**src/rtl/video_timing_pkg.sv**
```systemverilog
// Shared types, default mode timings and axis bound helper for the video timing generator.
package video_timing_pkg;

    // Run-control states of the generator.
    typedef enum logic [1:0] {
        STOPPED  = 2'd0,
        RUNNING  = 2'd1,
        DRAINING = 2'd2
    } state_t;

    // SVGA 800x600 @ 60 Hz (40 MHz pixel clock).
    localparam int SVGA_H_ACTIVE = 800;
    localparam int SVGA_H_FP     = 40;
    localparam int SVGA_H_SYNC   = 128;
    localparam int SVGA_H_BP     = 88;
    localparam int SVGA_V_ACTIVE = 600;
    localparam int SVGA_V_FP     = 1;
    localparam int SVGA_V_SYNC   = 4;
    localparam int SVGA_V_BP     = 23;

    // VGA 640x480 @ 60 Hz (25.175 MHz pixel clock).
    localparam int VGA_H_ACTIVE = 640;
    localparam int VGA_H_FP     = 16;
    localparam int VGA_H_SYNC   = 96;
    localparam int VGA_H_BP     = 48;
    localparam int VGA_V_ACTIVE = 480;
    localparam int VGA_V_FP     = 10;
    localparam int VGA_V_SYNC   = 2;
    localparam int VGA_V_BP     = 33;

    // Total length of one axis and the half-open sync window [sync_start, sync_end).
    typedef struct packed {
        int total;
        int sync_start;
        int sync_end;
    } axis_bounds_t;

    function automatic axis_bounds_t axis_bounds(int active, int fp, int sync, int bp);
        axis_bounds_t b;
        b.total      = active + fp + sync + bp;
        b.sync_start = active + fp;
        b.sync_end   = active + fp + sync;
        return b;
    endfunction

endpackage

```
**src/rtl/video_timing_gen_if.sv**
```systemverilog
// Run handshake plus timing outputs of the video timing generator.
//
// Handshake: enable is a level run request, not a per-transfer valid. The
// generator reports stopped=1 only while idle; dropping enable lets the current
// frame finish, and stopped rises one edge after that frame's last pixel.
// state is a debug view of the run-control FSM.
interface video_timing_gen_if
    import video_timing_pkg::*;
#(
    parameter int X_W  = 11,
    parameter int Y_W  = 10,
    parameter int FC_W = 16
);
    logic            enable;
    logic            stopped;
    logic            hs;
    logic            vs;
    logic            de;
    logic [X_W-1:0]  pixelX;
    logic [Y_W-1:0]  pixelY;
    logic            lineStart;
    logic            frameStart;
    logic [FC_W-1:0] frameCount;
    state_t          state;

    modport master (
        output enable,
        input  stopped, hs, vs, de, pixelX, pixelY, lineStart, frameStart, frameCount, state
    );

    modport slave (
        input  enable,
        output stopped, hs, vs, de, pixelX, pixelY, lineStart, frameStart, frameCount, state
    );
endinterface

```
**src/rtl/video_axis_counter.sv**
```systemverilog
// One timing axis: position counter with wrap, active-region decode and polarised sync decode.
module video_axis_counter
    import video_timing_pkg::*;
#(
    parameter int ACTIVE = 800,
    parameter int FP     = 40,
    parameter int SYNC   = 128,
    parameter int BP     = 88,
    parameter bit POL    = 1'b1,
    parameter int W      = 11
) (
    input  logic         clk,
    input  logic         rst,
    input  logic         clear,
    input  logic         inc,
    output logic [W-1:0] cnt,
    output logic         wrap,
    output logic         active,
    output logic         sync
);
    localparam axis_bounds_t B = axis_bounds(ACTIVE, FP, SYNC, BP);
    localparam logic [W-1:0] LAST = W'(B.total - 1);

    // Decode on a 32-bit copy so a sync window ending exactly at 2^W still compares correctly.
    logic [31:0] cnt_ext;
    assign cnt_ext = 32'(cnt);

    // Position register: held at zero while cleared, otherwise steps and wraps after LAST.
    always_ff @(posedge clk) begin
        if (rst || clear) begin
            cnt <= '0;
        end else if (inc) begin
            cnt <= wrap ? '0 : cnt + 1'b1;
        end
    end

    assign wrap   = (cnt == LAST);
    assign active = (cnt_ext < 32'(ACTIVE));
    assign sync   = ((cnt_ext >= 32'(B.sync_start)) && (cnt_ext < 32'(B.sync_end))) ? POL : ~POL;

endmodule

```
**src/rtl/video_timing_gen.sv**
```systemverilog
// Video timing generator: run-control FSM, two axis counters and one registered output stage.
// Counters hold the pixel being decoded; outputs show it one edge later, all aligned.
module video_timing_gen
    import video_timing_pkg::*;
#(
    parameter int H_ACTIVE = SVGA_H_ACTIVE,
    parameter int H_FP     = SVGA_H_FP,
    parameter int H_SYNC   = SVGA_H_SYNC,
    parameter int H_BP     = SVGA_H_BP,
    parameter int V_ACTIVE = SVGA_V_ACTIVE,
    parameter int V_FP     = SVGA_V_FP,
    parameter int V_SYNC   = SVGA_V_SYNC,
    parameter int V_BP     = SVGA_V_BP,
    parameter bit HS_POL   = 1'b1,
    parameter bit VS_POL   = 1'b1,
    parameter int X_W      = 11,
    parameter int Y_W      = 10,
    parameter int FC_W     = 16
) (
    input  logic               pixelClk,
    input  logic               reset,
    video_timing_gen_if.slave  vif
);
    localparam int H_TOTAL = H_ACTIVE + H_FP + H_SYNC + H_BP;
    localparam int V_TOTAL = V_ACTIVE + V_FP + V_SYNC + V_BP;

    // Reject geometries that cannot be counted or would never produce sync/video.
    if ((H_TOTAL - 1) >= (1 << X_W)) begin : g_bad_x_w
        $error("video_timing_gen: H_TOTAL-1 does not fit in X_W bits");
    end
    if ((V_TOTAL - 1) >= (1 << Y_W)) begin : g_bad_y_w
        $error("video_timing_gen: V_TOTAL-1 does not fit in Y_W bits");
    end
    if (H_SYNC == 0 || V_SYNC == 0 || H_ACTIVE == 0 || V_ACTIVE == 0) begin : g_bad_zero
        $error("video_timing_gen: H_SYNC, V_SYNC, H_ACTIVE and V_ACTIVE must be non-zero");
    end

    state_t         state;
    state_t         state_nxt;
    logic           run;
    logic           cnt_clear;
    logic           v_inc;
    logic           frame_last;
    logic [X_W-1:0] h_cnt;
    logic [Y_W-1:0] v_cnt;
    logic           h_wrap;
    logic           v_wrap;
    logic           h_act;
    logic           v_act;
    logic           h_sync;
    logic           v_sync;

    assign frame_last = h_wrap && v_wrap;

    // State register; reset always lands in STOPPED regardless of enable.
    always_ff @(posedge pixelClk) begin
        if (reset) begin
            state <= STOPPED;
        end else begin
            state <= state_nxt;
        end
    end

    // Next state: draining finishes the frame in flight unless enable returns first.
    always_comb begin
        state_nxt = state;
        case (state)
            STOPPED:  if (vif.enable) state_nxt = RUNNING;
            RUNNING:  if (!vif.enable) state_nxt = DRAINING;
            DRAINING: begin
                if (vif.enable) begin
                    state_nxt = RUNNING;
                end else if (frame_last) begin
                    state_nxt = STOPPED;
                end
            end
            default:  state_nxt = STOPPED;
        endcase
    end

    // FSM outputs: counters advance in both active states and sit at (0,0) while stopped.
    always_comb begin
        run       = (state == RUNNING) || (state == DRAINING);
        cnt_clear = !run;
        v_inc     = run && h_wrap;
    end

    video_axis_counter #(
        .ACTIVE(H_ACTIVE), .FP(H_FP), .SYNC(H_SYNC), .BP(H_BP), .POL(HS_POL), .W(X_W)
    ) u_h_axis (
        .clk(pixelClk), .rst(reset), .clear(cnt_clear), .inc(run),
        .cnt(h_cnt), .wrap(h_wrap), .active(h_act), .sync(h_sync)
    );

    video_axis_counter #(
        .ACTIVE(V_ACTIVE), .FP(V_FP), .SYNC(V_SYNC), .BP(V_BP), .POL(VS_POL), .W(Y_W)
    ) u_v_axis (
        .clk(pixelClk), .rst(reset), .clear(cnt_clear), .inc(v_inc),
        .cnt(v_cnt), .wrap(v_wrap), .active(v_act), .sync(v_sync)
    );

    // Output stage: decode of the current counters, or idle levels while not running.
    always_ff @(posedge pixelClk) begin
        if (reset || !run) begin
            vif.stopped    <= 1'b1;
            vif.de         <= 1'b0;
            vif.hs         <= ~HS_POL;
            vif.vs         <= ~VS_POL;
            vif.pixelX     <= '0;
            vif.pixelY     <= '0;
            vif.lineStart  <= 1'b0;
            vif.frameStart <= 1'b0;
            if (reset) begin
                vif.frameCount <= '0;
            end
        end else begin
            vif.stopped    <= 1'b0;
            vif.de         <= h_act && v_act;
            vif.hs         <= h_sync;
            vif.vs         <= v_sync;
            vif.pixelX     <= (h_act && v_act) ? h_cnt : '0;
            vif.pixelY     <= (h_act && v_act) ? v_cnt : '0;
            vif.lineStart  <= (h_cnt == '0);
            vif.frameStart <= (h_cnt == '0) && (v_cnt == '0);
            if ((h_cnt == '0) && (v_cnt == '0)) begin
                vif.frameCount <= vif.frameCount + 1'b1;
            end
        end
    end

    assign vif.state = state;

endmodule

```
**src/flat_wrapper.sv**
```systemverilog
// flat-port wrapper written by rule: the top's interface ports become plain ports
module video_timing_gen_flat import video_timing_pkg::*;
#(
    parameter int H_ACTIVE = SVGA_H_ACTIVE,
    parameter int H_FP     = SVGA_H_FP,
    parameter int H_SYNC   = SVGA_H_SYNC,
    parameter int H_BP     = SVGA_H_BP,
    parameter int V_ACTIVE = SVGA_V_ACTIVE,
    parameter int V_FP     = SVGA_V_FP,
    parameter int V_SYNC   = SVGA_V_SYNC,
    parameter int V_BP     = SVGA_V_BP,
    parameter bit HS_POL   = 1'b1,
    parameter bit VS_POL   = 1'b1,
    parameter int X_W      = 11,
    parameter int Y_W      = 10,
    parameter int FC_W     = 16
)
  (pixelClk, reset, vif_enable, vif_stopped, vif_hs, vif_vs, vif_de, vif_pixelX, vif_pixelY, vif_lineStart, vif_frameStart, vif_frameCount, vif_state);
  video_timing_gen_if #(.X_W(X_W), .Y_W(Y_W), .FC_W(FC_W)) vif_i ();
  input  logic pixelClk;
  input  logic reset;
  input wire logic [$bits(vif_i.enable)-1:0] vif_enable;
  output wire logic [$bits(vif_i.stopped)-1:0] vif_stopped;
  output wire logic [$bits(vif_i.hs)-1:0] vif_hs;
  output wire logic [$bits(vif_i.vs)-1:0] vif_vs;
  output wire logic [$bits(vif_i.de)-1:0] vif_de;
  output wire logic [$bits(vif_i.pixelX)-1:0] vif_pixelX;
  output wire logic [$bits(vif_i.pixelY)-1:0] vif_pixelY;
  output wire logic [$bits(vif_i.lineStart)-1:0] vif_lineStart;
  output wire logic [$bits(vif_i.frameStart)-1:0] vif_frameStart;
  output wire logic [$bits(vif_i.frameCount)-1:0] vif_frameCount;
  output wire logic [$bits(vif_i.state)-1:0] vif_state;
  assign vif_i.enable = vif_enable;
  assign vif_stopped = vif_i.stopped;
  assign vif_hs = vif_i.hs;
  assign vif_vs = vif_i.vs;
  assign vif_de = vif_i.de;
  assign vif_pixelX = vif_i.pixelX;
  assign vif_pixelY = vif_i.pixelY;
  assign vif_lineStart = vif_i.lineStart;
  assign vif_frameStart = vif_i.frameStart;
  assign vif_frameCount = vif_i.frameCount;
  assign vif_state = vif_i.state;
  video_timing_gen #(.H_ACTIVE(H_ACTIVE), .H_FP(H_FP), .H_SYNC(H_SYNC), .H_BP(H_BP), .V_ACTIVE(V_ACTIVE), .V_FP(V_FP), .V_SYNC(V_SYNC), .V_BP(V_BP), .HS_POL(HS_POL), .VS_POL(VS_POL), .X_W(X_W), .Y_W(Y_W), .FC_W(FC_W)) u_core (.pixelClk(pixelClk), .reset(reset), .vif(vif_i));
endmodule
```
**config.mk**
```make
export PLATFORM = sky130hd
export DESIGN_NAME = video_timing_gen_flat
export DESIGN_NICKNAME = d
export VERILOG_FILES = /design/src/rtl/video_timing_pkg.sv /design/src/rtl/video_timing_gen_if.sv /design/src/rtl/video_axis_counter.sv /design/src/rtl/video_timing_gen.sv /design/src/flat_wrapper.sv
export SDC_FILE = /design/constraint.sdc
export NUM_CORES = 1
export LEC_CHECK = 0
export BUFFER_PORTS_ARGS = -buffer_cell sky130_fd_sc_hd__clkbuf_2
export CORE_ASPECT_RATIO = 0.75
export CORE_MARGIN = 4
export CORE_UTILIZATION = 55
export CTS_CLUSTER_SIZE = 10
export DETAILED_ROUTE_END_ITERATION = 10
export PLACE_DENSITY_LB_ADDON = 0.25
export SYNTH_ARGS = -nofsm -noshare
export SYNTH_HDL_FRONTEND = slang
export SYNTH_SLANG_ARGS = --single-unit
```
**constraint.sdc**
```tcl
create_clock -name pixelClk -period 2.6 [get_ports pixelClk]
set_clock_uncertainty 0.1 [all_clocks]
set_input_delay 0.52 -clock pixelClk [delete_from_list [all_inputs] [get_ports pixelClk]]
set_output_delay 0.52 -clock pixelClk [all_outputs]
set_load 0.02 [all_outputs]
```
After elaboration in Yosys (flattened, before gate mapping)
Cells that the tools add are included.
{"block": "classes", "add_sub_neg": 3, "magnitude_cmp": 6, "n_eq_ne": 8, "muxes": 13, "bitwise_logic": 1, "reduce_logical": 16}
{"cell": "$mux 16", "count": 3}
{"cell": "$lt 11x10->1 const B", "count": 2}
{"cell": "$lt 10x10->1 const B", "count": 2}
{"cell": "$add 16x1->16 const B", "count": 1}
{"cell": "$add 11x1->11 const B", "count": 1}
{"cell": "$eq 11x11->1 const B", "count": 1}
{"cell": "$ge 11x10->1 const B", "count": 1}
{"cell": "$logic_not 11->1", "count": 1}
{"cell": "$mux 11", "count": 1}
{"cell": "$add 10x1->10 const B", "count": 1}
{"cell": "$eq 10x10->1 const B", "count": 1}
{"cell": "$ge 10x10->1 const B", "count": 1}
{"cell": "$logic_not 10->1", "count": 1}
{"cell": "$mux 10", "count": 1}
{"cell": "$mux 2", "count": 4}
{"cell": "$logic_and 1x1->1", "count": 6}
{"cell": "$ne 2x2->1 const B", "count": 3}
{"cell": "$pmux 2 s3", "count": 1}
{"cell": "$mux 1", "count": 3}
{"cell": "$ne 3x2->1 const B", "count": 1}
{"cell": "$reduce_and 3->1", "count": 1}
{"cell": "$eq 2x1->1 const B", "count": 1}
{"cell": "$eq 2x2->1 const B", "count": 1}
{"cell": "$logic_not 2->1", "count": 1}
{"cell": "other kinds (6)", "count": 7}
{"block": "totals", "regBits": 66, "in_bits": 3, "wordCells": 59}

Longest topological paths before layout
{"block": "depth", "word_depth": 6, "ltp_mapped": 7}

Hierarchy
From an unflattened synthesis, not the netlist that was laid out.
{"block": "hier_totals", "hier_cells": 293, "hier_area_um2": 2979.1}
{"module": "video_timing_gen", "instances": 1, "cells_per_inst": 167, "area_per_inst_um2": 1836.8}
{"module": "video_axis_counter (u_core.u_v_axis)", "instances": 1, "cells_per_inst": 64, "area_per_inst_um2": 584.3}
{"module": "video_axis_counter (u_core.u_h_axis)", "instances": 1, "cells_per_inst": 62, "area_per_inst_um2": 558.0}

Worst setup path after synthesis
Ideal clock, no wire load.
{"block": "synth_path", "kind": "reg2reg", "start": "reg u_core.state[0] (netlist: u_core.vif.state[0])", "end": "reg u_core.vif.frameCount[0] (enable)", "t_arrival_ns": 2.048, "required_ns": 2.166, "slack_ns": 0.119, "path_stages_with_launch": 8, "path_buffers": 0, "path_cell_list": "dfxtp_1 > inv_1 > ha_1 > nor2b_1 > nand3b_1 > nor4_1 > and4_1 > or2_2"}
{"block": "synth_between", "elab_chain_len": 6}
{"element": "start, declared", "line": "video_timing_gen.sv:38", "text": "state_t state;"}
{"element": "start signal, assigned", "line": "video_timing_gen.sv:60", "text": "state <= state_nxt;"}
{"element": "$eq 2x1->1 / $eq 2x2->1 (equally long branches)", "line": "video_timing_gen.sv:83", "text": "run = (state == RUNNING) || (state == DRAINING);"}
{"element": "$logic_or 1x1->1 *", "line": "video_timing_gen.sv:83"}
{"element": "via u_core.run", "line": "video_timing_gen.sv:40", "text": "logic run;"}
{"element": "$logic_not 1->1 *", "line": "video_timing_gen.sv:104", "text": "if (reset || !run) begin"}
{"element": "$logic_or 1x1->1 *", "line": "video_timing_gen.sv:104"}
{"element": "$ne 2x2->1 (no source line) / $reduce_bool 2->1 (equally long branches)"}
{"element": "$reduce_and 2->1 (no source line) *"}
{"element": "end signal, assigned", "line": "video_timing_gen.sv:126", "text": "vif.frameCount <= vif.frameCount + 1'b1;"}
{"element": "end, declared", "line": "video_timing_gen_if.sv:33", "text": "output stopped, hs, vs, de, pixelX, pixelY, lineStart, frameStart, frameCount, state"}
The timed path passes the listed nets; every way through them passes the cells marked *.
A chain may end at the register's enable or synchronous reset.

Final worst setup path
{"block": "layout_path", "start": "reg u_core.state[0] (netlist: u_core.vif.state[0])", "end": "reg u_core.vif.frameCount[8] (enable)"}
Same word-level chain as after synthesis.

==> results.md <==
- Status: complete, no violations
- Top-count cell post-synth: dfxtp_1
- Routed vias/inst: 5.19
- Nets: 345
- Die Y-Extent: 69.5 µm
- Die span in x: 90.0 µm
- Cell row count: 22
- Max Cap Viol: 0
- Layout cell share with drive strength beyond 1: 22.9%
- Synthesized area: 2770 µm²
- Post-CTS sizing: 0
- Pre-CTS setup slack: 170 ps
- Bufs on Longest Clock Path: 2
- Worst setup margin: 301 ps
- Synthesized flop and latch total: 66
- Final slew viol count: 0
- Cell count after placement: 380
- Vias in the first global route: 1959
- Post-synthesis async set-or-reset flop share: 0%
- Post-CTS setup buffers: 0
- Min cycle time layout: 2300 ps
- Worst hold slack: 333 ps
- Psw: 0.918 mW
- VDD IR-drop max: 0.526 mV
- Initial core utilization: 56.9%
- Combinational share of power: 22.1%
- DR vias: 2057
- Sw frac: 31.7%
- WL final: 5140 µm
- Kind of critical path: reg2reg
- Total Power: 2.89 mW
- Synth area leaders: dfxtp_1 36%, edfxtp_1 17%, xor2_1 6.9%
- Crit path launch type: register
- Clock Power Share: 33.3%
- Finish-stage setup viols: 0
- Clk sinks: 66
- Period utilization: 88.4%
- Reg power frac: 44.6%
- Pint: 1.98 mW
- Syn Area/Cell: 10.2 µm²
- Final instance area: 3340 µm²
- # fillers: 384
- IO Count: 48
- Largest net degree at the start of global routing: 17
- Fmax: 435 MHz
- Die area: 6260 µm²
- CTS tree: yes
- Synth warn: 0
- Final hold viol count: 0
- Tightest Pin Transition: 482 ps
- Clock latency on the worst-skew pair: 340 ps
- CTS clk-pin slew, worst paths: 70 ps
- Post-synth top cells: 50 x dfxtp_1, 37 x nor2_1, 25 x and2_1, 22 x xor2_1, 16 x edfxtp_1
- First-pass GRT wire length: 8960 µm
- Antenna-violating nets left: 0
- Synth unique cells: 37
- Core area: 4870 µm²
- CP Max Fanout: 16
- Leading area contributor after synthesis: dfxtp_1
- Dpl hpwl: 3710 µm
- CP arrival: 2220 ps
- Setup crit end kind: register
- Post-Synthesis Cells: 273
- Initial antenna violation count: 0
- Main flop type after synthesis: dfxtp_1
- Diodes inserted: 0
- Post-placement cell area: 3110 µm²
- Area Overhead vs Synth: 20.4%
- Total power divided by cell area: 866 nW/µm²
- Proportion of netlist area held by the largest area contributor: 36.1%
- Non-Filler Instances: 396
- Leakage: 1.35 nW
- GRT overflow: 0
- RSZ-0062 raised after global routing: false
- Num CTS Buffers: 9
- Register area share after synthesis: 53.4%
- TritonRoute pass-1 iters: 4
- # DRC: 0
- Gp weighted congestion: 0.823
- Final TNS setup: 0 ps
- Count of input and output buffers: 47
- Post-Route Utilization: 68.6%
- H-Tree Depth: 3
- Root buf cell: clkbuf_8
- Mapped Nets: 287
- Gr usage total: 17.7%
- Worst min path class: in2reg
- Routed wire per std cell: 13.0 µm
- Relative slew slack: 67.4%
- Initial DRC Count: 103
- Hold buffer count at cts: 0
- Number of synthesized flops with an enable pin: 16
- Critical Path RT: 2520 ps
flip-flops by register name (all words and copies together), names as in the netlist:
register / flops
u_core.vif.frameCount: 16
u_core.u_h_axis.cnt: 11
u_core.vif.pixelX: 11
u_core.u_v_axis.cnt: 10
u_core.vif.pixelY: 10
u_core.vif.state: 2
u_core.vif.de: 1
u_core.vif.frameStart: 1
u_core.vif.hs: 1
u_core.vif.lineStart: 1
u_core.vif.stopped: 1
u_core.vif.vs: 1
worst max-delay path, cell delays in order, from the launching register on:
cell and delay [ps]:
dfxtp_1 420, inv_1 110, ha_1 310, nor2b_1 170, nand3b_1 90, nor4_1 270, and4_1 260, or2_4 260
power by group through the flow:
stage	clock (mW)	combinational, mW	sequential (mW)
4_1_cts	0.980	0.646	1.29
3_3_place_gp	0	0.626	1.31
5_1_grt	1.02	0.711	1.31
6_report	0.963	0.640	1.29
3_5_place_dp	0	0.640	1.31
2_1_floorplan	0	0.283	1.41
per-layer routing:
metal / wire, µm / track usage [%] / vias up
met5: 0 / 0 / -
met4: 78 / 6.79 / 0
met3: 331 / 6.18 / 8
met2: 2170 / 26.0 / 59
met1: 2560 / 24.0 / 948
li1: - / - / 1042
kinds of logic (layout without fill, tap and decap cells):
logic type               Yosys count  count (layout)  share of synthesized area, %
AO/OA/AOI/OAI                     18              18                          3.56
XOR/XNOR                          28              28                          8.84
adder cells (fa/ha/maj)           11              11                          4.96
buffers and inverters             14              77                          1.89
flip-flops                        66              66                          53.4
multiplexers                       2               2                         0.812
other                              1               1                         0.135
AND/OR/NAND/NOR                  133             133                          26.4
placed cells by master (no fill, tap or decap), types with 2 or more instances in the layout:
master     synthesis  routed
and4_1             3       3
nor2_1            37      37
or3_1              7       7
nor4_1             4       3
and2_1            25      25
nor2b_1            2       2
nand2b_1           2       2
nand3_1            9       9
nand2_1           15      15
o21ai_0            7       7
edfxtp_1          16      16
bufinv_16          0       2
nor4_2             1       2
clkbuf_2           0      47
buf_4              0       6
clkbuf_8           0      10
ha_1              11      11
and3_1             8       8
nor3_1             2       2
nand4_1            8       8
inv_1              7       7
a21oi_1            8       8
mux2_2             2       2
xor2_1            22      22
dfxtp_1           50      50
xnor2_1            6       6
final timing paths:
kind / to / cells past startpoint / slack (ps) / start
worst min-delay path: u_core.vif.state[1] / 2 / 330 / reset
worst min register to register: u_core.u_h_axis.cnt[0] / 1 / 410 / u_core.u_h_axis.cnt[0]
worst max-delay path: u_core.vif.frameCount[8] / 7 / 300 / u_core.vif.state[0]
worst max register to register: u_core.vif.frameCount[8] / 7 / 300 / u_core.vif.state[0]
area by class of cell:
| class | count | area, µm² | area share (%) |
|---|---|---|---|
| Multi-Input combinational cell | 193 | 1250 | 37.4 |
| Inverter | 8 | 30.0 | 0.899 |
| Sequential cell | 66 | 1480 | 44.3 |
| Timing Repair Buffer | 53 | 280 | 8.39 |
| Clock inverter | 6 | 87.6 | 2.62 |
| Tap cell | 60 | 75.1 | 2.25 |
| Clock buffer | 10 | 138 | 4.12 |
No activity file was read; power rests on OpenSTA's default activity.
